[config.mk]
export PLATFORM = sky130hd
export DESIGN_NAME = hazard_fwd_ctrl
export DESIGN_NICKNAME = d
export VERILOG_FILES = /design/src/rtl/hazard_fwd_ctrl_pkg.sv /design/src/rtl/hazard_fwd_ctrl_src_match.sv /design/src/rtl/hazard_fwd_ctrl.sv
export SDC_FILE = /design/constraint.sdc
export NUM_CORES = 1
export LEC_CHECK = 0
export CAP_MARGIN = 20
export CORE_MARGIN = 2
export CORE_UTILIZATION = 49
export CTS_CLUSTER_DIAMETER = 200
export DETAILED_ROUTE_END_ITERATION = 10
export GPL_TIMING_DRIVEN = 0
export HOLD_SLACK_MARGIN = 0.15
export PLACE_DENSITY = 0.8
export SYNTH_ARGS = -nofsm -noshare
export SYNTH_HDL_FRONTEND = slang
export SYNTH_SLANG_ARGS = --single-unit
[constraint.sdc]
create_clock -name clk -period 2.6 [get_ports clk]
set_input_delay 0.52 -clock clk [delete_from_list [all_inputs] [get_ports clk]]
set_output_delay 0.52 -clock clk [all_outputs]
set_load 0.02 [all_outputs]
[src/rtl/hazard_fwd_ctrl_pkg.sv]
// Shared constants and helpers for the forwarding / load-use hazard controller.
package hazard_fwd_ctrl_pkg;

  // fwd_sel code meaning "take the operand from the register file"
  localparam int unsigned FWD_REGFILE = 0;

  // Width of a per-operand select: regfile plus one code per tracked stage.
  function automatic int unsigned sel_width(input int unsigned depth);
    return (depth + 1 > 1) ? $clog2(depth + 1) : 1;
  endfunction

endpackage

[src/rtl/hazard_fwd_ctrl_src_match.sv]
// One source operand against all scoreboard entries: youngest match wins and
// either forwards from its stage or, for a not-yet-ready load, requests a stall.
module hazard_src_match
  import hazard_fwd_ctrl_pkg::*;
#(
  parameter int unsigned REG_W    = 4,
  parameter int unsigned DEPTH    = 2,
  parameter int unsigned LOAD_LAT = 1,
  parameter int unsigned ZERO_REG = 1,
  parameter int unsigned SEL_W    = 2
) (
  input  logic [REG_W-1:0]       src,
  input  logic [DEPTH-1:0]       ent_valid,
  input  logic [DEPTH*REG_W-1:0] ent_dst,
  input  logic [DEPTH-1:0]       ent_load,
  output logic [SEL_W-1:0]       sel,
  output logic                   stall_req
);

  logic src_zero;
  logic found;

  assign src_zero = (ZERO_REG != 0) && (src == '0);

  always_comb begin
    sel       = SEL_W'(FWD_REGFILE);
    stall_req = 1'b0;
    found     = 1'b0;
    for (int unsigned k = 0; k < DEPTH; k++) begin
      if (!found && !src_zero && ent_valid[k] &&
          (ent_dst[k*REG_W +: REG_W] == src)) begin
        found = 1'b1;
        // A load still short of its latency cannot forward yet.
        if (ent_load[k] && (k < LOAD_LAT)) begin
          stall_req = 1'b1;
        end else begin
          sel = SEL_W'(k + 1);
        end
      end
    end
  end

endmodule

[src/rtl/hazard_fwd_ctrl.sv]
// Forwarding / load-use hazard controller: scoreboard of in-flight producers,
// per-operand forwarding select, stall/bubble generation and stall counter.
module hazard_fwd_ctrl
  import hazard_fwd_ctrl_pkg::*;
#(
  parameter  int unsigned REG_W    = 4,
  parameter  int unsigned NUM_SRC  = 2,
  parameter  int unsigned DEPTH    = 2,
  parameter  int unsigned LOAD_LAT = 1,
  parameter  int unsigned ZERO_REG = 1,
  parameter  int unsigned CNT_W    = 16,
  localparam int unsigned SEL_W    = sel_width(DEPTH)
) (
  input  logic                     clk,
  input  logic                     rst,
  input  logic                     idex_valid,
  input  logic [NUM_SRC*REG_W-1:0] idex_src,
  input  logic [REG_W-1:0]         idex_dst,
  input  logic                     idex_wen,
  input  logic                     idex_is_load,
  input  logic                     hold,
  input  logic                     flush,
  output logic [NUM_SRC*SEL_W-1:0] fwd_sel,
  output logic                     stall,
  output logic                     bubble,
  output logic [CNT_W-1:0]         stall_cnt
);

  logic [DEPTH-1:0]       ent_valid_q, ent_valid_d;
  logic [DEPTH*REG_W-1:0] ent_dst_q,   ent_dst_d;
  logic [DEPTH-1:0]       ent_load_q,  ent_load_d;
  logic [CNT_W-1:0]       stall_cnt_q, stall_cnt_d;

  logic [NUM_SRC-1:0]     stall_req;
  logic                   new_ok;

  for (genvar i = 0; i < NUM_SRC; i++) begin : g_src
    hazard_src_match #(
      .REG_W    (REG_W),
      .DEPTH    (DEPTH),
      .LOAD_LAT (LOAD_LAT),
      .ZERO_REG (ZERO_REG),
      .SEL_W    (SEL_W)
    ) u_match (
      .src       (idex_src[i*REG_W +: REG_W]),
      .ent_valid (ent_valid_q),
      .ent_dst   (ent_dst_q),
      .ent_load  (ent_load_q),
      .sel       (fwd_sel[i*SEL_W +: SEL_W]),
      .stall_req (stall_req[i])
    );
  end

  // Flush and hold both override a pending load-use stall.
  assign stall  = idex_valid && !flush && !hold && (|stall_req);
  assign bubble = !hold && (stall || flush);

  assign new_ok = idex_valid && idex_wen && !stall && !flush &&
                  !((ZERO_REG != 0) && (idex_dst == '0));

  always_comb begin
    ent_valid_d = ent_valid_q;
    ent_dst_d   = ent_dst_q;
    ent_load_d  = ent_load_q;
    stall_cnt_d = stall_cnt_q;
    if (!hold) begin
      for (int unsigned k = 1; k < DEPTH; k++) begin
        ent_valid_d[k]                = ent_valid_q[k-1];
        ent_dst_d[k*REG_W +: REG_W]   = ent_dst_q[(k-1)*REG_W +: REG_W];
        ent_load_d[k]                 = ent_load_q[k-1];
      end
      ent_valid_d[0]         = new_ok;
      ent_dst_d[0 +: REG_W]  = new_ok ? idex_dst : '0;
      ent_load_d[0]          = new_ok && idex_is_load;
      if (stall && (stall_cnt_q != '1)) begin
        stall_cnt_d = stall_cnt_q + CNT_W'(1);
      end
    end
  end

  always_ff @(posedge clk or posedge rst) begin
    if (rst) begin
      ent_valid_q <= '0;
      ent_dst_q   <= '0;
      ent_load_q  <= '0;
      stall_cnt_q <= '0;
    end else begin
      ent_valid_q <= ent_valid_d;
      ent_dst_q   <= ent_dst_d;
      ent_load_q  <= ent_load_d;
      stall_cnt_q <= stall_cnt_d;
    end
  end

  assign stall_cnt = stall_cnt_q;

endmodule
==> flow_summary.yaml <==
run_status:
  status: "finished, final reports clean"
synthesis:
  synth_cells: 138
  synth_seq_cells: 27
  ys_seq_area_share_pct: 41.9
  async_flop_share_pct: 100
  syn_area_per_cell_um2: 11.7
  syn_area_mm2: 0.00161
  ys.flop_type: "dfrtp_1"
  synth_fp_nets: 158
  synth.distinct_cells: 37
  synth_warnings: 0
  synth-edff-count: 0
cells_and_area:
  nNetsFinal: 211
  design_area_mm2: 0.00218
  multiInputGateArea_um2: 942
  drive_above_1_share_pct: 27.4
  final-seq-area_um2: 677
  nFillCells: 263
  area_growth_pct: 35.5
  num_antenna_cells: 0
  finish.utilization_pct: 70.4
global_routing:
  grt_pass1_wl_um: 6280
  grt_pass1_vias: 1320
  grt_start_max_net_pins: 28
  antenna_found_initial: 0
  track_usage_pct: 22.7
  grt_overflow: 0
worst_setup_path:
  start_kind: "flop"
  worstPathRequired_ns: 2.08
  end_kind: "output pin"
  worstPathArrival_ns: 1.99
  worstPathMaxFanout: 6
  critical_path_class: "reg -> out"
die:
  ios: 41
  coreArea_mm2: 0.00310
  initial_utilization_pct: 51.9
  die_w_um: 61.4
  rows: 20
  die_area_mm2: 0.00376
  die_h_um: 61.4
pwr:
  powerDensity_mw_per_mm2: 342
  p_leak_uw: 0.00102
  power.internal_uw: 546
  seq_power_share_pct: 59.0
  clkPwrFrac_pct: 26.3
  peakVddDrop_v: 0.000175
  p_sw_uw: 201
  p_sw_share_pct: 26.9
  finalPower_uw: 747
  p_comb_share_pct: 14.7
cts:
  clockBufferDepth: 2
  root_buffer: "clkbuf_4"
  clkSinkCount: 27
  numCtsBuffers: 3
  ctsHoldBuffers: 0
  clkLatencyLatePin_ns: 0.34
  htreeDepth: 1
  tritoncts: "done"
  path_clk_slew_ns: 0.15
timing:
  slew_headroom_pct: 70.3
  finalClockSkew_ns: 0.0160
  period_needed_ns: 2.51
  fin_hold_ws_ns: 0.385
  setup_viol: 0
  hold_violations: 0
  drv_slew: 0
  timing.final.crit_share_pct: 96.5
  fmax_ghz: 0.399
  tightest_slew_ns: 0.445
  fin_ws_ns: 0.0913
  rsz0062_at_grt: "no"
drt:
  drt_wl_total_um: 3860
  vias: 1302
  first_iter_violations: 46
  ant_nets: 0
  dr.pass1.iters: 4
  viasPerCell: 5.56
  drc_errors: 0
  avgRoutedWirePerCell_um: 16.5
placement:
  io_buffer_count: 40
  pre_cts_slack_ns: -1.10
  place_congestion: 0.781
  placed_area_mm2: 0.00207
  hpwl_um: 2800
flow_run:
  cap_violations: 0
hold_path:
  hold_path_class: "in -> async"
[power groups by stage]
| stage | combinational (uW) | sequential [uW] | clock, uW |
|---|---|---|---|
| 6_report | 110 | 441 | 196 |
| 5_1_grt | 119 | 442 | 215 |
| 4_1_cts | 103 | 441 | 197 |
| 3_5_place_dp | 101 | 448 | 0 |
| 3_3_place_gp | 97.6 | 448 | 0 |
| 2_1_floorplan | 53.5 | 444 | 0 |
[cell usage after synthesis (2+ instances only)]
cell	n	share of area [%]
mux2_2	5	3.5
a21oi_1	3	0.93
nand3_1	4	1.2
and3_1	3	1.2
nor2_1	7	1.6
nor3_1	10	3.1
nor3b_1	2	0.93
dfrtp_1	27	42
and4_1	2	1.1
mux2_4	2	1.9
nand2_2	6	2.3
nand4_1	10	3.9
xnor2_2	7	7.1
a22o_1	4	2.2
nand3b_4	2	2.5
xnor2_1	21	11
nand2_1	3	0.70
[final cells by class]
| cell class | count | area share, % |
|---|---|---|
| inverters | 1 | 0.172 |
| plain buffers | 2 | 0.401 |
| multi-input cells | 107 | 43.2 |
| well taps | 44 | 2.52 |
| clock inverters | 1 | 0.344 |
| flip-flops and latches | 27 | 31.0 |
| repair buffers | 49 | 21.4 |
| clock buffers | 3 | 1.03 |
[final timing paths]
check | endpoint | start | cells after the start | slack [ns]
max in group asynchronous | ent_dst_q[0] | rst | 3 | 1.83
worst max register to register | stall_cnt[14] | ent_dst_q[1] | 7 | 0.46
worst max-delay path | fwd_sel[2] | ent_dst_q[0] | 5 | 0.09
worst min-delay path | ent_load_q[0] | rst | 2 | 0.39
worst min register to register | stall_cnt[11] | stall_cnt[11] | 1 | 0.52
min in group clk | stall_cnt[11] | stall_cnt[11] | 1 | 0.52
[placed cells by master (no fill, tap or decap), types with 2 or more instances in the layout]
cell type         n
dfrtp_1          26
clkdlybuf4s50_1  23
xnor2_1          20
nand4_1          10
nor3_1           10
dlygate4sd2_1    10
buf_4             9
xnor2_2           8
nor2_1            6
nand2_2           6
mux2_2            5
nand3_1           4
a22o_1            4
nand2_1           3
and3_1            3
a21oi_1           3
clkbuf_4          3
and4_1            2
clkbuf_2          2
mux2_4            2
nand3b_4          2
clkdlybuf4s15_1   2
[cells by family (layout without fill, tap and decap cells)]
kind of cell | Yosys count | after routing | synth area share, %
compound gates | 12 | 12 | 7.30
xor+xnor | 28 | 28 | 18.5
fa+ha+maj | 1 | 1 | 0.776
buf+inv | 4 | 56 | 1.47
flops | 27 | 27 | 41.9
mux | 7 | 7 | 5.36
simple gates | 59 | 59 | 24.7
[routing by layer]
layer  share of wire, %  track usage (%)  vias to the layer above
met5                  0                0                        -
li1                   -                -                      608
met4               0.39             6.08                        0
met2                 49             36.9                       31
met1                 46             31.5                      661
met3                3.9             3.99                        2
[worst max-delay path: stages, from the launching register on]
cell and delay (ns):
dfrtp_2 0.50, buf_4 0.17, o41ai_4 0.44, buf_4 0.19, nor3_1 0.04, dlygate4sd2_1 0.32
[registers in the layout, summed over array words and instances, names as in the netlist]
signal       cells
ent_dst_q        8
ent_valid_q      2
stall_cnt       16
ent_load_q       1
[through the flow]
stage	setup TNS (ns)	std cells
floorplan	0	138
global placement	-3.72	222
detailed placement	-4.92	222
CTS	-0.000695	231
global route	0	234
finish	0	234
[what timing repair did]
| action | 4_1_cts | 5_1_grt |
|---|---|---|
| setup buffers | 5 | 3 |
| pin swaps | 5 | 2 |
| resized for setup | 32 | 6 |
| setup endpoints to repair | 6 | 2 |
Power figures use the tool's default switching activity.
